<file path="config.mk">
export PLATFORM = sky130hd
export DESIGN_NAME = uart_lite_param
export DESIGN_NICKNAME = d
export VERILOG_FILES = /design/src/rtl/uart_lite_param.sv
export SDC_FILE = /design/constraint.sdc
export NUM_CORES = 1
export LEC_CHECK = 0
export ABC_AREA = 1
export BUFFER_PORTS_ARGS = -buffer_cell sky130_fd_sc_hd__buf_2
export CAP_MARGIN = 20
export CORE_UTILIZATION = 36
export DETAILED_ROUTE_END_ITERATION = 6
export PLACE_DENSITY = 0.52
export SETUP_SLACK_MARGIN = 0.1
export SYNTH_ARGS = -nofsm -noshare
export SYNTH_HDL_FRONTEND = slang
export SYNTH_SLANG_ARGS = --single-unit
</file>
<file path="constraint.sdc">
create_clock -name wb_clk_i -period 11.1 [get_ports wb_clk_i]
set_input_delay 0.555 -clock wb_clk_i [delete_from_list [all_inputs] [get_ports wb_clk_i]]
set_output_delay 0.555 -clock wb_clk_i [all_outputs]
set_load 0.02 [all_outputs]
</file>
<file path="src/rtl/uart_lite_param.sv">
// Wishbone-attached lite UART: TX/RX FIFOs, 16x oversampled 8N1-style framing,
// sticky error status and a registered level interrupt.
module uart_lite_param #(
  parameter int          DATA_BITS  = 8,
  parameter int          FIFO_DEPTH = 16,
  parameter logic [15:0] DIV_RESET  = 16'd27
) (
  input  logic        wb_clk_i,
  input  logic        wb_rst_i,
  input  logic [3:0]  wb_adr_i,
  input  logic [31:0] wb_dat_i,
  output logic [31:0] wb_dat_o,
  input  logic [3:0]  wb_sel_i,
  input  logic        wb_we_i,
  input  logic        wb_stb_i,
  input  logic        wb_cyc_i,
  output logic        wb_ack_o,
  output logic        int_o,
  output logic        stx_pad_o,
  input  logic        srx_pad_i
);

  localparam int AW = $clog2(FIFO_DEPTH);
  localparam int CW = AW + 1;

  localparam logic [1:0] S_IDLE  = 2'd0;
  localparam logic [1:0] S_START = 2'd1;
  localparam logic [1:0] S_DATA  = 2'd2;
  localparam logic [1:0] S_STOP  = 2'd3;

  localparam logic [2:0] LAST_BIT = 3'(DATA_BITS - 1);

  // bus
  logic        r_ack;
  logic [31:0] r_dat_o;
  logic        r_rd_pop;
  logic [1:0]  w_reg_sel;
  logic        w_req;
  logic        w_acc;
  logic        w_wr;
  logic        w_wr_data;
  logic        w_wr_stat;
  logic        w_wr_div;
  logic        w_wr_ctrl;
  logic [31:0] w_status;
  logic        w_unused;

  // configuration and status
  logic [15:0] r_div;
  logic [2:0]  r_ctrl;
  logic        r_rx_ovr;
  logic        r_frame_err;
  logic        r_tx_ovf;
  logic        r_int;

  // baud generator
  logic [15:0] r_baud_cnt;
  logic        w_tick;

  // TX FIFO and shifter
  logic [DATA_BITS-1:0] r_tx_mem [FIFO_DEPTH];
  logic [AW-1:0]        r_tx_wr_ptr;
  logic [AW-1:0]        r_tx_rd_ptr;
  logic [CW-1:0]        r_tx_count;
  logic                 w_tx_full;
  logic                 w_tx_empty;
  logic                 w_tx_pop;
  logic                 w_tx_push;
  logic                 w_tx_ovf_set;
  logic                 w_tx_idle;
  logic [1:0]           r_tx_state;
  logic [3:0]           r_tx_tcnt;
  logic [2:0]           r_tx_bcnt;
  logic [DATA_BITS-1:0] r_tx_shift;
  logic                 r_tx_bit;

  // RX front end, FSM and FIFO
  logic [1:0]           r_rx_sync;
  logic                 r_rx_prev;
  logic                 w_rx_in;
  logic [1:0]           r_rx_state;
  logic [3:0]           r_rx_tcnt;
  logic [2:0]           r_rx_bcnt;
  logic [DATA_BITS-1:0] r_rx_shift;
  logic                 r_rx_brk;
  logic                 w_rx_stop_smp;
  logic                 w_rx_done;
  logic                 w_rx_ferr;
  logic [DATA_BITS-1:0] r_rx_mem [FIFO_DEPTH];
  logic [AW-1:0]        r_rx_wr_ptr;
  logic [AW-1:0]        r_rx_rd_ptr;
  logic [CW-1:0]        r_rx_count;
  logic                 w_rx_full;
  logic                 w_rx_empty;
  logic                 w_rx_pop;
  logic                 w_rx_push;
  logic                 w_rx_ovr_set;
  logic [7:0]           w_rx_count8;

  // ---------------------------------------------------------------- bus decode
  assign w_reg_sel = wb_adr_i[3:2];
  assign w_req     = wb_stb_i & wb_cyc_i & ~r_ack;
  assign w_acc     = r_ack & wb_stb_i & wb_cyc_i;
  assign w_wr      = w_acc & wb_we_i & wb_sel_i[0];
  assign w_wr_data = w_wr & (w_reg_sel == 2'd0);
  assign w_wr_stat = w_wr & (w_reg_sel == 2'd1);
  assign w_wr_div  = w_wr & (w_reg_sel == 2'd2);
  assign w_wr_ctrl = w_wr & (w_reg_sel == 2'd3);
  assign w_unused  = ^{wb_adr_i[1:0], wb_sel_i[3:1], wb_dat_i[31:16]};

  generate
    if (CW > 8) begin : g_cnt_sat
      assign w_rx_count8 = (r_rx_count[CW-1:8] != '0) ? 8'hFF : r_rx_count[7:0];
    end else begin : g_cnt_ext
      assign w_rx_count8 = 8'(r_rx_count);
    end
  endgenerate

  assign w_status = {8'h00, w_rx_count8, 10'h000, r_tx_ovf, r_frame_err, r_rx_ovr,
                     w_tx_idle, w_tx_full, ~w_rx_empty};

  // Read data is captured in the request cycle so it is stable during ack; the
  // RX pop is decided at the same moment so an empty read never moves pointers.
  always_ff @(posedge wb_clk_i or posedge wb_rst_i) begin
    if (wb_rst_i) begin
      r_ack    <= 1'b0;
      r_dat_o  <= '0;
      r_rd_pop <= 1'b0;
    end else begin
      r_ack    <= w_req;
      r_rd_pop <= w_req & ~wb_we_i & (w_reg_sel == 2'd0) & ~w_rx_empty;
      r_dat_o  <= '0;
      if (w_req & ~wb_we_i) begin
        case (w_reg_sel)
          2'd0:    if (!w_rx_empty) r_dat_o <= 32'(r_rx_mem[r_rx_rd_ptr]);
          2'd1:    r_dat_o <= w_status;
          2'd2:    r_dat_o <= {16'h0000, r_div};
          default: r_dat_o <= {29'h0, r_ctrl};
        endcase
      end
    end
  end

  // ------------------------------------------------- config, sticky bits, irq
  always_ff @(posedge wb_clk_i or posedge wb_rst_i) begin
    if (wb_rst_i) begin
      r_div       <= DIV_RESET;
      r_ctrl      <= '0;
      r_rx_ovr    <= 1'b0;
      r_frame_err <= 1'b0;
      r_tx_ovf    <= 1'b0;
      r_int       <= 1'b0;
    end else begin
      if (w_wr_div)  r_div  <= wb_dat_i[15:0];
      if (w_wr_ctrl) r_ctrl <= wb_dat_i[2:0];
      r_rx_ovr    <= w_rx_ovr_set | (r_rx_ovr    & ~(w_wr_stat & wb_dat_i[3]));
      r_frame_err <= w_rx_ferr    | (r_frame_err & ~(w_wr_stat & wb_dat_i[4]));
      r_tx_ovf    <= w_tx_ovf_set | (r_tx_ovf    & ~(w_wr_stat & wb_dat_i[5]));
      r_int       <= (r_ctrl[0] & ~w_rx_empty) | (r_ctrl[1] & w_tx_idle);
    end
  end

  // ------------------------------------------------------------ baud ticks
  assign w_tick = (r_baud_cnt == 16'd0);

  always_ff @(posedge wb_clk_i or posedge wb_rst_i) begin
    if (wb_rst_i) begin
      r_baud_cnt <= 16'd0;
    end else if (w_tick) begin
      r_baud_cnt <= (r_div == 16'd0) ? 16'd0 : r_div - 16'd1;
    end else begin
      r_baud_cnt <= r_baud_cnt - 16'd1;
    end
  end

  // ------------------------------------------------------------ TX FIFO
  assign w_tx_full    = (r_tx_count == CW'(FIFO_DEPTH));
  assign w_tx_empty   = (r_tx_count == '0);
  assign w_tx_pop     = (r_tx_state == S_IDLE) & ~w_tx_empty;
  assign w_tx_push    = w_wr_data & (~w_tx_full | w_tx_pop);
  assign w_tx_ovf_set = w_wr_data & w_tx_full & ~w_tx_pop;
  assign w_tx_idle    = w_tx_empty & (r_tx_state == S_IDLE);

  always_ff @(posedge wb_clk_i) begin
    if (w_tx_push) r_tx_mem[r_tx_wr_ptr] <= wb_dat_i[DATA_BITS-1:0];
  end

  always_ff @(posedge wb_clk_i or posedge wb_rst_i) begin
    if (wb_rst_i) begin
      r_tx_wr_ptr <= '0;
      r_tx_rd_ptr <= '0;
      r_tx_count  <= '0;
    end else begin
      if (w_tx_push) r_tx_wr_ptr <= r_tx_wr_ptr + 1'b1;
      if (w_tx_pop)  r_tx_rd_ptr <= r_tx_rd_ptr + 1'b1;
      case ({w_tx_push, w_tx_pop})
        2'b10:   r_tx_count <= r_tx_count + 1'b1;
        2'b01:   r_tx_count <= r_tx_count - 1'b1;
        default: r_tx_count <= r_tx_count;
      endcase
    end
  end

  // ------------------------------------------------------------ TX FSM
  always_ff @(posedge wb_clk_i or posedge wb_rst_i) begin
    if (wb_rst_i) begin
      r_tx_state <= S_IDLE;
      r_tx_tcnt  <= '0;
      r_tx_bcnt  <= '0;
      r_tx_shift <= '0;
      r_tx_bit   <= 1'b1;
    end else begin
      case (r_tx_state)
        S_IDLE: begin
          r_tx_bit <= 1'b1;
          if (w_tx_pop) begin
            r_tx_shift <= r_tx_mem[r_tx_rd_ptr];
            r_tx_tcnt  <= '0;
            r_tx_bit   <= 1'b0;
            r_tx_state <= S_START;
          end
        end
        S_START: if (w_tick) begin
          r_tx_tcnt <= r_tx_tcnt + 4'd1;
          if (r_tx_tcnt == 4'd15) begin
            r_tx_bcnt  <= '0;
            r_tx_bit   <= r_tx_shift[0];
            r_tx_state <= S_DATA;
          end
        end
        S_DATA: if (w_tick) begin
          r_tx_tcnt <= r_tx_tcnt + 4'd1;
          if (r_tx_tcnt == 4'd15) begin
            r_tx_shift <= r_tx_shift >> 1;
            if (r_tx_bcnt == LAST_BIT) begin
              r_tx_bit   <= 1'b1;
              r_tx_state <= S_STOP;
            end else begin
              r_tx_bcnt <= r_tx_bcnt + 3'd1;
              r_tx_bit  <= r_tx_shift[1];
            end
          end
        end
        default: if (w_tick) begin
          r_tx_tcnt <= r_tx_tcnt + 4'd1;
          if (r_tx_tcnt == 4'd15) r_tx_state <= S_IDLE;
        end
      endcase
    end
  end

  // ------------------------------------------------------------ RX front end
  assign w_rx_in = r_ctrl[2] ? r_tx_bit : r_rx_sync[1];

  always_ff @(posedge wb_clk_i or posedge wb_rst_i) begin
    if (wb_rst_i) begin
      r_rx_sync <= 2'b11;
      r_rx_prev <= 1'b1;
    end else begin
      r_rx_sync <= {r_rx_sync[0], srx_pad_i};
      r_rx_prev <= w_rx_in;
    end
  end

  // ------------------------------------------------------------ RX FSM
  assign w_rx_stop_smp = (r_rx_state == S_STOP) & ~r_rx_brk & w_tick & (r_rx_tcnt == 4'd15);
  assign w_rx_done     = w_rx_stop_smp & w_rx_in;
  assign w_rx_ferr     = w_rx_stop_smp & ~w_rx_in;

  always_ff @(posedge wb_clk_i or posedge wb_rst_i) begin
    if (wb_rst_i) begin
      r_rx_state <= S_IDLE;
      r_rx_tcnt  <= '0;
      r_rx_bcnt  <= '0;
      r_rx_shift <= '0;
      r_rx_brk   <= 1'b0;
    end else begin
      case (r_rx_state)
        S_IDLE: if (r_rx_prev & ~w_rx_in) begin
          r_rx_tcnt  <= '0;
          r_rx_state <= S_START;
        end
        S_START: if (w_tick) begin
          r_rx_tcnt <= r_rx_tcnt + 4'd1;
          if (r_rx_tcnt == 4'd7) begin
            r_rx_tcnt  <= '0;
            r_rx_bcnt  <= '0;
            r_rx_state <= w_rx_in ? S_IDLE : S_DATA;
          end
        end
        S_DATA: if (w_tick) begin
          r_rx_tcnt <= r_rx_tcnt + 4'd1;
          if (r_rx_tcnt == 4'd15) begin
            r_rx_shift <= {w_rx_in, r_rx_shift[DATA_BITS-1:1]};
            if (r_rx_bcnt == LAST_BIT) r_rx_state <= S_STOP;
            else                       r_rx_bcnt  <= r_rx_bcnt + 3'd1;
          end
        end
        default: begin
          // after a bad stop bit, hold here until the line returns high
          if (r_rx_brk) begin
            if (w_rx_in) begin
              r_rx_brk   <= 1'b0;
              r_rx_state <= S_IDLE;
            end
          end else if (w_tick) begin
            r_rx_tcnt <= r_rx_tcnt + 4'd1;
            if (r_rx_tcnt == 4'd15) begin
              if (w_rx_in) r_rx_state <= S_IDLE;
              else         r_rx_brk   <= 1'b1;
            end
          end
        end
      endcase
    end
  end

  // ------------------------------------------------------------ RX FIFO
  assign w_rx_full    = (r_rx_count == CW'(FIFO_DEPTH));
  assign w_rx_empty   = (r_rx_count == '0);
  assign w_rx_pop     = w_acc & r_rd_pop;
  assign w_rx_push    = w_rx_done & (~w_rx_full | w_rx_pop);
  assign w_rx_ovr_set = w_rx_done & w_rx_full & ~w_rx_pop;

  always_ff @(posedge wb_clk_i) begin
    if (w_rx_push) r_rx_mem[r_rx_wr_ptr] <= r_rx_shift;
  end

  always_ff @(posedge wb_clk_i or posedge wb_rst_i) begin
    if (wb_rst_i) begin
      r_rx_wr_ptr <= '0;
      r_rx_rd_ptr <= '0;
      r_rx_count  <= '0;
    end else begin
      if (w_rx_push) r_rx_wr_ptr <= r_rx_wr_ptr + 1'b1;
      if (w_rx_pop)  r_rx_rd_ptr <= r_rx_rd_ptr + 1'b1;
      case ({w_rx_push, w_rx_pop})
        2'b10:   r_rx_count <= r_rx_count + 1'b1;
        2'b01:   r_rx_count <= r_rx_count - 1'b1;
        default: r_rx_count <= r_rx_count;
      endcase
    end
  end

  // ------------------------------------------------------------ outputs
  assign wb_ack_o  = r_ack;
  assign wb_dat_o  = r_dat_o;
  assign int_o     = r_int;
  assign stx_pad_o = r_ctrl[2] | r_tx_bit;

endmodule

</file>
# Yosys cells after proc, flatten, opt, wreduce, memory -nomap -nowiden
# Memories as Yosys holds them, arrays and structs flattened.
# Cells that the tools add are included.
# totals
mem_count,2
ramBits,256
regBits,138
output_inout_bits,35
elab_cells,230
# classes
n_addsub,14
n_reduce_logical,27
eq_ne,34
n_mux,69
bitwise_logic,56
# mem_list
memory,words,width,read_ports,rd_ports_with_merged_regs,wr,line,rtl
r_rx_mem,16,8,1,0,1,89,logic [DATA_BITS-1:0] r_rx_mem [FIFO_DEPTH];
r_tx_mem,16,8,1,0,1,61,logic [DATA_BITS-1:0] r_tx_mem [FIFO_DEPTH];
# op_table
operator,count
$pmux W32 S3,1
$mux W2,19
$and A1 B1 Y1,36
$logic_not A16 Y1,2
$mux W16,2
$mux W32,1
$mux W4,8
$mux W8,4
$sub A16 B1 Y16 const B,2
$mux W3,10
$ne A2 B2 Y1 const B,14
$add A4 B1 Y4 const B,6
$pmux W5 S2,2
$pmux W8 S2,1
$reduce_and A8 Y1,2
$mux W1,15
$eq A2 B2 Y1 const B,7
$reduce_bool A2 Y1,7
$not A1 Y1,13
$pmux W2 S3,2
$pmux W3 S2,2
$pmux W4 S3,1
$reduce_and A6 Y1,2
$add A5 B1 Y5 const B,2
other kinds (19),39

# Depth between registers and ports, before layout
# logic_depth
depth_word,9
mapped_depth,17

# Worst setup path after synthesis
# OpenSTA, ideal clock, no wires.
# synth_timing
kind,register to register
start,register r_baud_cnt[0]
end,register r_rx_count[4]
slack_ps,8848
path_stages_with_launch,17
period_less_slack_ps,2252
arrival_ps,2139
n_path_buf,0
setup_ps,113
t_required_ps,10987
path_cell_list,dfrtp_1 > inv_1 > ha_1 > nand3_2 > nor2_4 > nand4_4 > nand2_1 > inv_1 > ha_1 > nand2_1 > nand2_1 > nand2_1 > nand4_1 > nand2_1 > nand2_1 > nand2_1 > inv_1
# synth_between
elab_chain_cells,7
# synth_lines
item,line,rtl
from (decl),57,logic [15:0] r_baud_cnt;
from (signal assigned),170,r_baud_cnt <= (r_div == 16'd0) ? 16'd0 : r_div - 16'd1;
from (signal assigned),172,r_baud_cnt <= r_baud_cnt - 16'd1;
$logic_not A16 Y1 (*),164,assign w_tick = (r_baud_cnt == 16'd0);
$and A1 B1 Y1 (*) (2 in series),266,assign w_rx_stop_smp = (r_rx_state == S_STOP) & ~r_rx_brk & w_tick & (r_rx_tcnt == 4'd15);
$and A1 B1 Y1 (*),267,assign w_rx_done = w_rx_stop_smp & w_rx_in;
$and A1 B1 Y1 (*),322,assign w_rx_push = w_rx_done & (~w_rx_full | w_rx_pop);
$eq A2 B1 Y1 / $eq A2 B2 Y1 (equally long branches),337,"case ({w_rx_push, w_rx_pop})"
$pmux W5 S2 / $reduce_bool A2 Y1 (equally long branches),--,
to (signal assigned),338,2'b10: r_rx_count <= r_rx_count + 1'b1;
to (signal assigned),339,2'b01: r_rx_count <= r_rx_count - 1'b1;
to (signal assigned),340,default: r_rx_count <= r_rx_count;
to (decl),92,logic [CW-1:0] r_rx_count;
# Mark *: on every way between the ends. The rest lies on a longest branch, timed or not.
# A chain may end at the register's enable or synchronous reset.

# Worst setup path in the final report
# layout_timing
start,register r_ack (netlist: wb_ack_o)
end,"memory r_tx_mem[4][4], enable pin"
# layout_between
elab_chain_cells,8
# layout_lines
item,line,rtl
from (decl),34,logic r_ack;
from (signal assigned),130,r_ack <= w_req;
$and A1 B1 Y1 (2 in series),103,assign w_acc = r_ack & wb_stb_i & wb_cyc_i;
$and A1 B1 Y1 (2 in series),104,assign w_wr = w_acc & wb_we_i & wb_sel_i[0];
$and A1 B1 Y1,105,assign w_wr_data = w_wr & (w_reg_sel == 2'd0);
$and A1 B1 Y1,180,assign w_tx_push = w_wr_data & (~w_tx_full | w_tx_pop);
$mux W1,185,if (w_tx_push) r_tx_mem[r_tx_wr_ptr] <= wb_dat_i[DATA_BITS-1:0];
$mux W1 (not written as such),185,
to (decl),61,
# No other way between the ends.

==> results_tabular.tex <==
\begin{tabular}{lr}
\hline
Metric & Value \\
\hline
\multicolumn{2}{l}{\textbf{Final layout}} \\
\quad Final non-filler cell total & 2226 \\
\quad Total area of sequential cells & 10900 µm² \\
\quad Commonest non-fill, non-tap cell in the layout & edfxtp\_1 \\
\quad Net count reported at finish & between 1500 and 2000 \\
\quad Area occupied by multi-input gates & 5090 µm² \\
\quad N\_diodes & 0 \\
\quad Layout filler cell count & 4378 \\
\quad Layout overhead on the synthesized area & 12.9\% \\
\quad Final Util & 41.4\% \\
\quad Ratio of cells with drive above 1 in the final layout & 10.4\% \\
\quad Commonest non-fill, non-tap cells in the layout & edfxtp\_1, nor2\_1, nand2\_1 \\
\multicolumn{2}{l}{\textbf{Clocking}} \\
\quad Clock tree sinks & 383 \\
\quad Cell at the root of the clock tree & clkbuf\_16 \\
\quad Clock insertion delay at the later pin of the skew report & 0.60 ns \\
\quad Number of hold-repair buffers added at the cts stage & 0 \\
\quad Buffers inserted by post-CTS timing repair & 0 \\
\quad Post-CTS resize count & 0 \\
\quad CTS clk-pin slew, worst paths & approximately 0.060 ns \\
\quad Number of buffers added by the clock tree synthesis step & 43 \\
\quad Largest buffer count on any clock path & 3 \\
\quad TritonCTS clock tree & built \\
\quad CTS H-tree depth & 2 \\
\multicolumn{2}{l}{\textbf{Worst setup path}} \\
\quad Crit end category & flip-flop \\
\quad Largest fanout on the critical path & 11 \\
\quad Worst path required time & 11.29 ns \\
\quad Data arrival time of the critical path & 3.09 ns \\
\quad Startpoint types & flip-flop \\
\quad Worst R2R Start & wb\_ack\_o \\
\quad Worst setup path start & wb\_ack\_o \\
\quad Critical path start-end classification & flip-flop to flip-flop \\
\multicolumn{2}{l}{\textbf{Synth}} \\
\quad Number of distinct library cells after synthesis & 51 \\
\quad Area share of xor/xnor cells in the synthesized design & 1.99\% \\
\quad Main combinational cell family by area after synthesis & simple AND/OR/NAND/NOR gates \\
\quad Combined area of all synthesized cells & approximately 17000 µm² \\
\quad Area share of fa/ha/maj cells after synthesis & 2.34\% \\
\quad Basic-gate share of the synthesized area counting and, or, nand and nor cells & 15.3\% \\
\quad Post-synthesis compound-gate area fraction & between 10 and 15\% \\
\quad Number of enable flip-flop cells after synthesis & 256 \\
\quad Dominant cell type by area after synthesis & edfxtp\_1 \\
\quad Syn. warnings & 0 \\
\quad Sequential area share after synthesis & 65.1\% \\
\quad Post-synthesis sequential element count & 383 \\
\quad Avg Synthesized Cell Area & 10.8 µm² \\
\quad Mux share of post-synthesis cell area & 0.472\% \\
\quad Async S/R FF share, synth & 33.2\% \\
\quad Post-synth top flop & edfxtp\_1 \\
\quad Fraction of post-synthesis cell area in the top cell type by area & a little under half \\
\quad Synthesized instance count & 1547 \\
\quad Ranking of synthesized cells by area & edfxtp\_1, dfrtp\_1, o21ai\_0, nor2\_1, nand2\_1 \\
\multicolumn{2}{l}{\textbf{Placed design}} \\
\quad Port bufs & between 40 and 50 \\
\quad HPWL Detailed & 25100 µm \\
\quad Cell Count Post-Placement & 2146 \\
\quad Weighted congestion at the end of routability-driven global placement & roughly 0.8 \\
\quad Worst setup timing slack at the placement stage & between 7 and 8 ns \\
\multicolumn{2}{l}{\textbf{Pwr}} \\
\quad Clock network power share & between 40\% and 50\% \\
\quad Power spent charging and discharging nets & around 0.74 mW \\
\quad Leak pwr & 7.63 nW \\
\quad Cell-internal power & 2.39 mW \\
\quad Total chip power & 3.13 mW \\
\quad Proportion of total power due to net switching & between 20\% and 30\% \\
\quad Worst ir drop on vdd & 0.124 mV \\
\quad Total power divided by cell area & 166 nW/µm² \\
\quad Seq pwr share & 50.2\% \\
\quad Proportion of power drawn by combinational gates & 6.4\% \\
\multicolumn{2}{l}{\textbf{GRT}} \\
\quad Wire length of the first global-routing pass & between 60000 and 70000 µm \\
\quad GR Util All Layers & 17.4\% \\
\quad Met3 layer usage reported by global route & 2.69\% \\
\quad Remaining Overflow, GRT & 0 \\
\quad Number of antenna violations at the first check in global routing & 2 \\
\quad Pin count of the biggest net entering global routing & 69 \\
\quad Vias in the first global route & approximately 11000 \\
\quad GR Util met2 & 26.4\% \\
\quad Fraction of met1 tracks used by global routing & between 20 and 25\% \\
\quad Most Used Layer, Global Route & met2 \\
\multicolumn{2}{l}{\textbf{Drt}} \\
\quad Routed via count divided by cell count & 4.99 \\
\quad Number of search-and-repair iterations in the first detailed-routing pass & 5 \\
\quad Initial detailed-routing violation count & between 600 and 700 \\
\quad Vias after detailed routing & 11100 \\
\quad Number of design rule violations left after detail routing & 0 \\
\quad Number of routed nets with antenna violations & 0 \\
\quad Wire length after detailed routing & 40100 µm \\
\quad Wire per inst & 18.0 µm \\
\multicolumn{2}{l}{\textbf{Min path}} \\
\quad Path class of the lowest-slack min-delay path & input pin to async pin \\
\multicolumn{2}{l}{\textbf{Floorplan}} \\
\quad Core Area & about 46000 µm² \\
\quad Die Ht & between 200 and 250 µm \\
\quad Width of the chip & 217 µm \\
\quad Die Outline Area & roughly 47000 µm² \\
\quad Row count & 78 \\
\quad Initial core utilization & 36.7\% \\
\quad Boundary Pins & 81 \\
\multicolumn{2}{l}{\textbf{Timing}} \\
\quad Final count of pins violating max slew & 0 \\
\quad Total of endpoints with negative setup slack in the final report & 0 \\
\quad Final hold violation count & 0 \\
\quad Clock period minus worst slack & about 2.9 ns \\
\quad Worst-Margin Slew & 1.01 ns \\
\quad RSZ-0062 raised after global routing & false \\
\quad Setup TNS & 0 ns \\
\quad Worst clock skew on the final layout & roughly 0.037 ns \\
\quad Least setup slack across all paths after layout & slightly above 8 ns \\
\quad Peak Freq & 345 MHz \\
\quad Share of the clock period used by the worst path after layout & 26.1\% \\
\quad Worst max-slew margin expressed relative to the limit & 32.5\% \\
\multicolumn{2}{l}{\textbf{Flow run}} \\
\quad Max-cap viol count & 0 \\
\multicolumn{2}{l}{\textbf{Outcome}} \\
\quad Result of the run & complete, no violations \\
\hline
\end{tabular}
==> logic make-up (layout without fill, tap and decap cells) <==
| group | Yosys count | after routing |
|---|---|---|
| multiplexers | 7 | 7 |
| adder cells (fa/ha/maj) | 30 | 30 |
| AND/OR/NAND/NOR | 596 | 596 |
| XOR/XNOR | 38 | 38 |
| flip-flops | 383 | 383 |
| AO/OA/AOI/OAI | 303 | 303 |
| buffers and inverters | 189 | 258 |
| other | 1 | 11 |
==> final timing paths <==
kind                                       end  slack, ns  depth (start not counted)
worst min register to register    r_rx_sync[1]       0.37                          0
min in group wb_clk_i             r_rx_sync[0]       0.08                          1
worst max-delay path            r_tx_mem[4][4]       8.20                          8
worst min-delay path            r_rx_wr_ptr[1]       0.08                          2
max in group asynchronous       r_tx_rd_ptr[0]       9.71                          3
worst max register to register  r_tx_mem[4][4]       8.20                          8
==> synth_stat cells (3+ instances only) <==
| library cell | n |
|---|---|
| edfxtp_1 | 256 |
| nor2_1 | 256 |
| nand2_1 | 210 |
| o21ai_0 | 193 |
| dfrtp_1 | 119 |
| inv_1 | 110 |
| nand3_1 | 75 |
| o211ai_1 | 39 |
| clkbuf_1 | 36 |
| a21oi_1 | 33 |
| xor2_1 | 30 |
| ha_1 | 28 |
| o22ai_1 | 16 |
| buf_2 | 13 |
| nand4_1 | 13 |
| buf_4 | 12 |
| o221ai_1 | 11 |
| nor3_1 | 10 |
| dfstp_2 | 8 |
| inv_2 | 8 |
| xnor2_1 | 8 |
| mux2_2 | 7 |
| nand2_2 | 6 |
| clkinv_1 | 5 |
| nor2_2 | 5 |
| buf_1 | 4 |
| o21ai_1 | 4 |
| or2_2 | 3 |
==> layout make-up <==
cell class	count	share of cell area [%]
clock buffers	61	6.17
clock inverters	17	0.922
inverters	123	2.48
multi-input cells	985	27.0
flip-flops and latches	383	57.7
well taps	600	3.98
repair buffers	57	1.74
==> through the flow <==
stage	hold WS, ns	instance area, µm²
3_3_place_gp	0.360	17500
3_5_place_dp	0.362	17500
6_report	0.0753	18900
4_1_cts	0.0566	18800
5_1_grt	0.0669	18900
2_1_floorplan	0.345	16700
==> critical path, cell delays in order, from the launching register on <==
cell	delay (ns)
dfrtp_1	0.43
nand2_2	0.10
nor2_1	0.09
nand3_1	0.22
inv_2	0.15
nand2_1	0.13
a21oi_2	0.42
nand2_1	0.24
nor2_1	0.72
==> registers in the layout, indices dropped and copies added, names as in the netlist, 5 cells and up <==
register and flops:
r_rx_count 5, r_baud_cnt 16, r_tx_shift 8, r_rx_mem 128, r_rx_shift 8, wb_dat_o 21
r_tx_count 5, r_tx_mem 128, r_div 16
==> per-layer routing <==
metal  part of all wire [%]  vias to the layer above
li1                       -                     5410
met1                     48                     5405
met2                     45                      206
met3                    4.4                       75
met4                    3.1                        4
met5                  0.067                        -
==> power groups by stage <==
stage	Combinational (mW)	Sequential, mW	Clock (mW)
6_report	0.199	1.57	1.36
5_1_grt	0.231	1.57	1.44
4_1_cts	0.202	1.57	1.39
3_5_place_dp	0.202	1.60	0
3_3_place_gp	0.197	1.60	0
2_1_floorplan	0.144	1.60	0
No activity file was read; power rests on OpenSTA's default activity.
